File: src/rtl/ahb_arb_pkg.sv
// Shared types and default parameters for the AHB bus arbiter.
// Imported by the arbiter top and its round-robin picker.
package ahb_arb_pkg;

    typedef enum logic [1:0] {
        TR_IDLE   = 2'b00,
        TR_BUSY   = 2'b01,
        TR_NONSEQ = 2'b10,
        TR_SEQ    = 2'b11
    } htrans_t;

    typedef enum logic [1:0] {
        ST_IDLE,
        ST_OWNED,
        ST_LOCKED
    } arb_state_t;

    localparam int DEF_NUM_MASTERS    = 4;
    localparam int DEF_DEFAULT_MASTER = 0;
    localparam int DEF_MAX_HOLD       = 16;

endpackage

File: src/rtl/ahb_rr_picker.sv
// Combinational round-robin picker: first requester at or after (last + 1),
// wrapping so that the last owner itself is considered last.
module ahb_rr_picker
    import ahb_arb_pkg::*;
#(
    parameter int NUM_MASTERS = DEF_NUM_MASTERS,
    parameter int IW          = (NUM_MASTERS > 1) ? $clog2(NUM_MASTERS) : 1
) (
    input  logic [NUM_MASTERS-1:0] i_req,
    input  logic [IW-1:0]          i_last,
    output logic [IW-1:0]          o_winner,
    output logic                   o_valid
);

    always_comb begin
        logic [IW-1:0] v_idx;
        v_idx    = '0;
        o_winner = '0;
        o_valid  = 1'b0;
        // Scan farthest-first so the nearest requester overwrites the result.
        for (int k = NUM_MASTERS; k >= 1; k--) begin
            v_idx = IW'((int'(i_last) + k) % NUM_MASTERS);
            if (i_req[v_idx]) begin
                o_winner = v_idx;
                o_valid  = 1'b1;
            end
        end
    end

endmodule

File: src/rtl/ahb_bus_arbiter.sv
// AHB bus arbiter: round-robin grant with default-master parking, hold-count
// forced re-arbitration and locked-transfer ownership.
module ahb_bus_arbiter
    import ahb_arb_pkg::*;
#(
    parameter int NUM_MASTERS    = DEF_NUM_MASTERS,
    parameter int DEFAULT_MASTER = DEF_DEFAULT_MASTER,
    parameter int MAX_HOLD       = DEF_MAX_HOLD,
    localparam int IW            = (NUM_MASTERS > 1) ? $clog2(NUM_MASTERS) : 1
) (
    input  logic                   HCLK,
    input  logic                   HRESET,
    input  logic [NUM_MASTERS-1:0] HBUSREQ,
    input  logic [NUM_MASTERS-1:0] HLOCK,
    input  logic [1:0]             HTRANS,
    input  logic                   HREADY,
    output logic [NUM_MASTERS-1:0] HGRANT,
    output logic [IW-1:0]          HMASTER,
    output logic                   HMASTLOCK
);

    localparam int            HW       = $clog2(MAX_HOLD + 1);
    localparam logic [IW-1:0] DEF_IDX  = IW'(DEFAULT_MASTER);
    localparam logic [HW-1:0] HOLD_MAX = HW'(MAX_HOLD);

    arb_state_t             r_state;
    logic [NUM_MASTERS-1:0] r_grant;
    logic [IW-1:0]          r_gidx;
    logic [IW-1:0]          r_last;
    logic [HW-1:0]          r_hold;
    logic [IW-1:0]          r_master;
    logic                   r_mastlock;

    arb_state_t             w_state_nxt;
    logic [NUM_MASTERS-1:0] w_grant_nxt;
    logic [IW-1:0]          w_gidx_nxt;
    logic [IW-1:0]          w_last_nxt;
    logic [HW-1:0]          w_hold_nxt;
    logic [IW-1:0]          w_win;
    logic                   w_win_vld;
    logic                   w_own_req;
    logic                   w_own_lock;
    logic                   w_beat;
    logic                   w_arb;
    logic                   w_clr;
    htrans_t                w_trans;

    ahb_rr_picker #(
        .NUM_MASTERS (NUM_MASTERS),
        .IW          (IW)
    ) u_picker (
        .i_req    (HBUSREQ),
        .i_last   (r_last),
        .o_winner (w_win),
        .o_valid  (w_win_vld)
    );

    assign w_trans    = htrans_t'(HTRANS);
    assign w_own_req  = HBUSREQ[r_gidx];
    assign w_own_lock = HLOCK[r_gidx];
    assign w_beat     = HREADY && (w_trans == TR_NONSEQ || w_trans == TR_SEQ);
    // Never break a burst in the middle of a SEQ beat, never re-arbitrate while locked.
    assign w_arb      = HREADY && (r_state != ST_LOCKED) &&
                        (!w_own_req || (r_hold == HOLD_MAX && w_trans != TR_SEQ) ||
                         r_state == ST_IDLE);

    always_comb begin
        w_state_nxt = r_state;
        w_gidx_nxt  = r_gidx;
        w_last_nxt  = r_last;
        w_clr       = 1'b0;
        if (w_arb) begin
            if (w_win_vld) begin
                w_gidx_nxt = w_win;
                w_last_nxt = w_win;
                if (r_state == ST_IDLE) begin
                    w_state_nxt = ST_OWNED;
                    w_clr       = 1'b1;
                end else if (w_win == r_gidx && w_own_lock) begin
                    w_state_nxt = ST_LOCKED;
                end
            end else begin
                w_gidx_nxt  = DEF_IDX;
                w_state_nxt = ST_IDLE;
                w_clr       = 1'b1;
            end
        end else if (HREADY) begin
            case (r_state)
                ST_OWNED:  if (w_own_req && w_own_lock) w_state_nxt = ST_LOCKED;
                ST_LOCKED: if (!w_own_lock) w_state_nxt = ST_OWNED;
                default:   w_state_nxt = r_state;
            endcase
        end
    end

    always_comb begin
        w_grant_nxt             = '0;
        w_grant_nxt[w_gidx_nxt] = 1'b1;
        w_hold_nxt              = r_hold;
        if (w_clr || (w_gidx_nxt != r_gidx)) begin
            w_hold_nxt = '0;
        end else if (w_beat && r_hold != HOLD_MAX) begin
            w_hold_nxt = r_hold + 1'b1;
        end
    end

    always_ff @(posedge HCLK) begin
        if (HRESET) begin
            r_state                 <= ST_IDLE;
            r_grant                 <= '0;
            r_grant[DEFAULT_MASTER] <= 1'b1;
            r_gidx                  <= DEF_IDX;
            r_last                  <= DEF_IDX;
            r_hold                  <= '0;
            r_master                <= DEF_IDX;
            r_mastlock              <= 1'b0;
        end else begin
            r_state <= w_state_nxt;
            r_grant <= w_grant_nxt;
            r_gidx  <= w_gidx_nxt;
            r_last  <= w_last_nxt;
            r_hold  <= w_hold_nxt;
            // Address-phase owner follows the grant one ready beat later.
            if (HREADY) begin
                r_master   <= r_gidx;
                r_mastlock <= HLOCK[r_gidx];
            end
        end
    end

    assign HGRANT    = r_grant;
    assign HMASTER   = r_master;
    assign HMASTLOCK = r_mastlock;

endmodule
File: config.mk
export PLATFORM = sky130hd
export DESIGN_NAME = ahb_bus_arbiter
export DESIGN_NICKNAME = d
export VERILOG_FILES = /design/src/rtl/ahb_arb_pkg.sv /design/src/rtl/ahb_rr_picker.sv /design/src/rtl/ahb_bus_arbiter.sv
export SDC_FILE = /design/constraint.sdc
export NUM_CORES = 1
export LEC_CHECK = 0
export BUFFER_PORTS_ARGS = -buffer_cell sky130_fd_sc_hd__buf_2
export CAP_MARGIN = 5
export CORE_MARGIN = 1
export CORE_UTILIZATION = 35
export CTS_BUF_LIST = sky130_fd_sc_hd__clkbuf_4
export DETAILED_ROUTE_END_ITERATION = 6
export GPL_TIMING_DRIVEN = 0
export PLACE_DENSITY = 0.57
export SYNTH_ARGS = -nofsm -noshare
export SYNTH_HDL_FRONTEND = slang
export SYNTH_HIERARCHICAL = 1
export SYNTH_SLANG_ARGS = --single-unit
File: constraint.sdc
create_clock -name HCLK -period 2.2 [get_ports HCLK]
set_clock_uncertainty 0.15 [all_clocks]
set_input_delay 0.22 -clock HCLK [delete_from_list [all_inputs] [get_ports HCLK]]
set_output_delay 0.22 -clock HCLK [all_outputs]
set_load 0.02 [all_outputs]
# [After elaboration in Yosys (flattened, before gate mapping)]
# Index checks and enable logic that the tools add are counted.
[totals] ff_bits=18 output_inout_bits=7 wordCells=86
[classes] addsub=5 reduce_logical=19 magnitude_cmp=7 mux=35 n_eq_ne=13
[op_table] op="$mux W2" count=13
[op_table] op="$lt A2 B3 Y1 const B" count=6
[op_table] op="$mux W1" count=14
[op_table] op="$bmux W1 S2" count=6
[op_table] op="$logic_and A1 B1 Y1" count=8
[op_table] op="$eq A2 B2 Y1 const B" count=3
[op_table] op="$ne A3 B3 Y1 const B" count=2
[op_table] op="$add A5 B1 Y5 const B" count=1
[op_table] op="$eq A5 B5 Y1 const B" count=1
[op_table] op="$ne A5 B5 Y1 const B" count=1
[op_table] op="$reduce_and A5 Y1" count=1
[op_table] op="$add A2 B1 Y2 const B" count=2
[op_table] op="$add A2 B2 Y2 const B" count=2
[op_table] op="$logic_or A1 B1 Y1" count=4
[op_table] op="$ne A2 B2 Y1 const B" count=2
[op_table] op="$ne A4 B4 Y1 const B" count=1
[op_table] op="$pmux W2 S2" count=1
[op_table] op="$reduce_bool A3 Y1" count=1
[op_table] op="$demux W1 S2" count=1
[op_table] op="$eq A2 B1 Y1 const B" count=1
[op_table] op="$eq A2 B2 Y1" count=1
[op_table] op="$ge A2 B1 Y1 const B" count=1
[op_table] op="$logic_not A2 Y1" count=1
[op_table] op="$ne A2 B2 Y1" count=1
[op_table] op="4 further kinds" count=4

# [Longest topological paths before layout]
[logic_depth] depth_word=13 depth_mapped=7 depth_no_buf=7

# [Hierarchy]
# Netlist, hierarchy kept.
[by_module_without_submodules] module="ahb_bus_arbiter" area_each_um2=1043.5 n_inst=1 seq_area_each_um2=360.3 cells_per_inst=120
[by_module_without_submodules] module="ahb_rr_picker" area_each_um2=91.3 n_inst=1 seq_area_each_um2=0.0 cells_per_inst=14

# [Worst setup path before layout]
# OpenSTA, ideal clock, no wires.
[synth_timing] path_type="register to register" startpoint="register r_gidx[0]" endpoint="register r_state[1]" t_arrival_ps=1667 required_time_ps=1934 setup_ps=116 period_less_slack_ps=1933 n_path_buf=0 slack_ps=267 stages_incl_launch_ff=5 path_cell_list="dfxtp_1 -> mux4_1 -> or3_1 -> mux2_2 -> o211a_1"
[synth_via] elab_chain_cells=8 elab_cells_between_ends=18 classes_between="eq/ne (4); mux (5); reduce/logical (9)"
[synth_rtl] element="start, declared" line="ahb_bus_arbiter.sv:28" rtl="logic [IW-1:0] r_gidx;"
[synth_rtl] element="start signal, assigned" line="ahb_bus_arbiter.sv:120" rtl="r_gidx <= w_gidx_nxt;"
[synth_rtl] element="$bmux W1 S2" line="ahb_bus_arbiter.sv:59" rtl="assign w_own_req = HBUSREQ[r_gidx];"
[synth_rtl] element="$mux W1 (not written as such)" line="ahb_bus_arbiter.sv:59"
[synth_rtl] element="$logic_not A1 Y1" line="ahb_bus_arbiter.sv:64" rtl="(!w_own_req || (r_hold == HOLD_MAX && w_trans != TR_SEQ) ||"
[synth_rtl] element="$logic_or A1 B1 Y1 (2 in a row)" line="ahb_bus_arbiter.sv:64"
[synth_rtl] element="$logic_and A1 B1 Y1" line="ahb_bus_arbiter.sv:63" rtl="assign w_arb = HREADY && (r_state != ST_LOCKED) &&"
[synth_rtl] element="$ne A4 B4 Y1 (no source line), or another cell as far along"
[synth_rtl] element="$reduce_and A5 Y1 (no source line)"
[synth_rtl] element="end signal, assigned" line="ahb_bus_arbiter.sv:118" rtl="r_state <= w_state_nxt;"
[synth_rtl] element="end, declared" line="ahb_bus_arbiter.sv:26" rtl="arb_state_t r_state;"
# Several ways; a longest one is shown, not always the timed one. The select of a mux whose other input is x is not followed.
# A chain may end at the register's enable or synchronous reset.

# [Worst setup path after layout]
# Ends and elaborated chain as after synthesis.

==> summary.txt <==
PWR
--------------------------------------------------------------------------------------
Relative contribution of the clock network to total power ...............        20.9%
Switching power .........................................................   0.000256 W
Maximum vdd drop ........................................................     0.228 mV
Combinational Power Share ...............................................        30.7%
Post-route total power ..................................................   0.000767 W
Switching power share of the total ......................................        33.4%
Sequential share of power ...............................................        48.5%
Total power divided by cell area ........................................   576 mW/mm²
Internal Dissipation ....................................................   0.000511 W
Total leakage power .....................................................     0.519 nW

LOGIC SYNTHESIS
--------------------------------------------------------------------------------------
Post-synthesis sequential area ratio ....................................        31.8%
Top flip-flop cell by instance count after synthesis .................... sky130_fd_sc_hd__dfxtp_1
Most common cell in the synthesized netlist ............................. sky130_fd_sc_hd__dfxtp_1
Top cells by instance count after synthesis ............................. sky130_fd_sc_hd__dfxtp_1 (18), sky130_fd_sc_hd__a21oi_1 (13), sky130_fd_sc_hd__o21ai_0 (10)
Cell types occupying the most area after synthesis ...................... sky130_fd_sc_hd__dfxtp_1 (32%), sky130_fd_sc_hd__a21oi_1 (5.7%), sky130_fd_sc_hd__mux2i_1 (4.4%)
Post-Synthesis Cell Area ................................................  0.00113 mm²
EDFF count, synth .......................................................            0
Number of warnings printed during yosys synthesis .......................            6
Async set-or-reset flop fraction in the synthesized netlist .............           0%
Post-synthesis register bit count .......................................           18
Share of the synthesized area in the top cell type ......................        31.8%
Number of distinct library cells after synthesis ........................           41
Most area-hungry cell type in the Yosys netlist ......................... sky130_fd_sc_hd__dfxtp_1
Synth Net Count .........................................................          149
Mapped Cells ............................................................          134
Avg Synthesized Cell Area ...............................................     8.47 µm²

JOB
--------------------------------------------------------------------------------------
Count of max-cap constraint violations ..................................            0

GRT
--------------------------------------------------------------------------------------
Total GRT Usage .........................................................        16.6%
Remaining Overflow, GRT .................................................            0
GR Layer Usage met1 .....................................................        22.4%
Vias in the first global route ..........................................         1004
Global routing met2 resource utilization ................................        26.3%
Global-route wire length before repair ..................................      4.38 mm
Most utilized layer in the global route result ..........................         met2
Number of antenna violations at the first check in global routing .......            0
Largest net degree at the start of global routing .......................           11
Met3 track demand over resource .........................................        4.18%

DIE
--------------------------------------------------------------------------------------
Die Wd ..................................................................      58.9 µm
Floorplan row count .....................................................           20
Die Area ................................................................  0.00347 mm²
Core region area ........................................................  0.00305 mm²
Initial Util ............................................................        37.2%
I/O Pins ................................................................           20
Die height ..............................................................      58.9 µm

WORST SETUP PATH
--------------------------------------------------------------------------------------
Largest driver fanout on the critical path ..............................            5
Classification of the worst setup path ..................................   reg -> reg
Type of element capturing the critical path .............................         flop
Worst setup path startpoint .............................................    r_gidx[0]
CP startpoint kind ......................................................         flop
Logic depth of the worst setup path including buffers ...................            4
Reg-to-Reg End ..........................................................   r_state[1]
Family of cells with the greatest summed delay on the critical path ..... multiplexers
Arrival time worst endpoint .............................................      2160 ps
CP bufs+invs ............................................................            0
Maximum single-stage delay on the critical path .........................       680 ps
FF-to-FF Start ..........................................................    r_gidx[0]
Cells along the critical path ........................................... mux4_1, or3_1, mux2_2, o211a_1
Library cell contributing the largest single delay on the critical path . sky130_fd_sc_hd__mux4_1
Register-to-Register Setup Slack ........................................        90 ps
Number of cells traversed by the worst register-to-register path ........            4
Crit path to ............................................................   r_state[1]
Required time at the endpoint of the critical path ......................      2250 ps

PLACE
--------------------------------------------------------------------------------------
Port-buffer cells .......................................................           19
Number of placed cells counting well taps ...............................          197
Global placer's final weighted congestion ...............................        0.809
Final HPWL DP ...........................................................      1.97 mm
Placed Area .............................................................  0.00128 mm²

LAYOUT
--------------------------------------------------------------------------------------
Final std cell area, no fill ............................................  0.00133 mm²
Fill cell total of the finished layout ..................................          321
Final net count .........................................................          174
Share of the core filled with cells .....................................        43.6%
Layout-stage area growth over the synthesis result ......................        17.3%
Share of final-layout standard cells stronger than drive strength 1 .....        20.4%
Antenna Cells ...........................................................            0
Cell Count, Final, Fillers Out ..........................................          201

DRT
--------------------------------------------------------------------------------------
Routed vias .............................................................         1081
DRC violation total after the first TritonRoute iteration ...............           49
DRC viols ...............................................................            0
Drt first pass iters ....................................................            5
Routed wire length ......................................................      2.63 mm
Per-cell via count in the routed design .................................         5.38
DR WL/cell ..............................................................      13.1 µm
Post-detailed-route count of antenna-violating nets .....................            0

STA
--------------------------------------------------------------------------------------
Number of failing hold endpoints at the final stage .....................            0
Normalized max-slew margin ..............................................        58.0%
Post-route clock period utilization .....................................        96.0%
Measured slew at the worst slew-check pin ...............................       623 ps
Number of setup violations in the final report ..........................            0
FMAX ....................................................................    0.473 GHz
Shortest clock period the worst path allows after layout ................      2110 ps
Fin Setup TNS ...........................................................         0 ps
Number of pins with negative max-slew slack in the final report .........            0
Unrepaired setup endpoints after global routing .........................        false

CTS
--------------------------------------------------------------------------------------
Root buffer selected by CTS ............................................. sky130_fd_sc_hd__clkbuf_4
Reg clk slew, reported paths ............................................       100 ps
Number of clock sinks ...................................................           18
Number of buffers inserted during clock tree synthesis ..................            3
Buffers inserted during post-CTS setup optimization .....................            0
H-tree Lvls .............................................................            1
CTS max path bufs .......................................................            2
Clock tree from TritonCTS ...............................................         done
Latest clock arrival within the worst-skew pair .........................       290 ps

RUN STATUS
--------------------------------------------------------------------------------------
Outcome ................................................................. complete, no violations

HOLD PATH
--------------------------------------------------------------------------------------
Worst min-delay path category ...........................................    in -> reg

sequential cells by signal, indices dropped and copies added, names as in the netlist:
| name | count |
|---|---|
| HGRANT | 4 |
| HMASTER | 2 |
| HMASTLOCK | 1 |
| r_gidx | 2 |
| r_hold | 5 |
| r_last | 2 |
| r_state | 2 |
through the flow:
| stage | hold slack, ps | setup WS, ps |
|---|---|---|
| after global routing | 414 | 9.27 |
| after global placement | 303 | 57.8 |
| after detailed placement | 305 | 55.7 |
| after floorplan | 142 | 267 |
| after CTS | 339 | 35.7 |
| final | 346 | 86.9 |
cells by family after synthesis:
family                   share of synthesized area (%)
flip-flops                                        31.8
XOR/XNOR                                          4.63
AND/OR/NAND/NOR                                   21.3
buffers and inverters                             4.85
multiplexers                                      9.70
adder cells (fa/ha/maj)                           2.20
AO/OA/AOI/OAI                                     25.6
layout by cell type (no fill, tap or decap), drive strengths merged, types with 2 or more instances in the layout:
cell type  count
nand3          5
xnor2          3
or3            2
nand4          3
nor2b          5
o211a          2
and3           2
a21oi         14
dfxtp         18
ha             2
a211oi         5
nor2           9
nand2          5
inv            7
and2           4
clkbuf         5
xor2           3
buf           22
mux2i          5
a31oi          3
mux4           2
nand2b         4
o211ai         2
o21ai         10
tightest hold or removal path, delay by kind of cell:
kind / cells / cell delay, ps
compound gates: 3 / 250
simple gates: 1 / 190
buf+inv: 1 / 80
power groups by stage:
stage | Combinational, W | Sequential [W] | Clock [W]
CTS | 0.000231 | 0.000371 | 0.000169
global route | 0.000261 | 0.000375 | 0.000184
detailed placement | 0.000228 | 0.000379 | 0
global placement | 0.000226 | 0.000378 | 0
finish | 0.000235 | 0.000372 | 0.000160
floorplan | 0.000155 | 0.000387 | 0
per-layer routing:
metal / wire, µm / up-vias
met5: 0 / -
met4: 12 / 0
met3: 133 / 2
met2: 1230 / 28
met1: 1250 / 504
li1: - / 547
final cells by class:
cell class / count / area (µm²) / share of cell area (%)
multi-input combinational: 104 / 733 / 55.1
tap: 44 / 55.1 / 4.14
buffer: 5 / 28.8 / 2.16
timing repair buffer: 20 / 105 / 7.89
inverter: 7 / 26.3 / 1.97
clock buffer: 3 / 22.5 / 1.69
sequential: 18 / 360 / 27.1
how the worst min path moves through the flow:
| stage | from | end | slack (ps) | cells past startpoint |
|---|---|---|---|---|
| 2_1_floorplan | HRESET | r_state[0] | 140 | 1 |
| 3_3_place_gp | HRESET | r_state[0] | 300 | 2 |
| 3_5_place_dp | HRESET | r_state[0] | 310 | 2 |
| 4_1_cts | HREADY | r_hold[1] | 340 | 5 |
| 5_1_grt | HREADY | r_hold[1] | 410 | 5 |
| 6_report | HREADY | r_hold[1] | 350 | 5 |
repair_timing:
item | CTS | global route
resized for setup | 0 | 3
setup endpoints to repair | 0 | 6
hold buffers | 1 | 0
hold endpoints to repair | 1 | 0
Power figures use the tool's default switching activity.
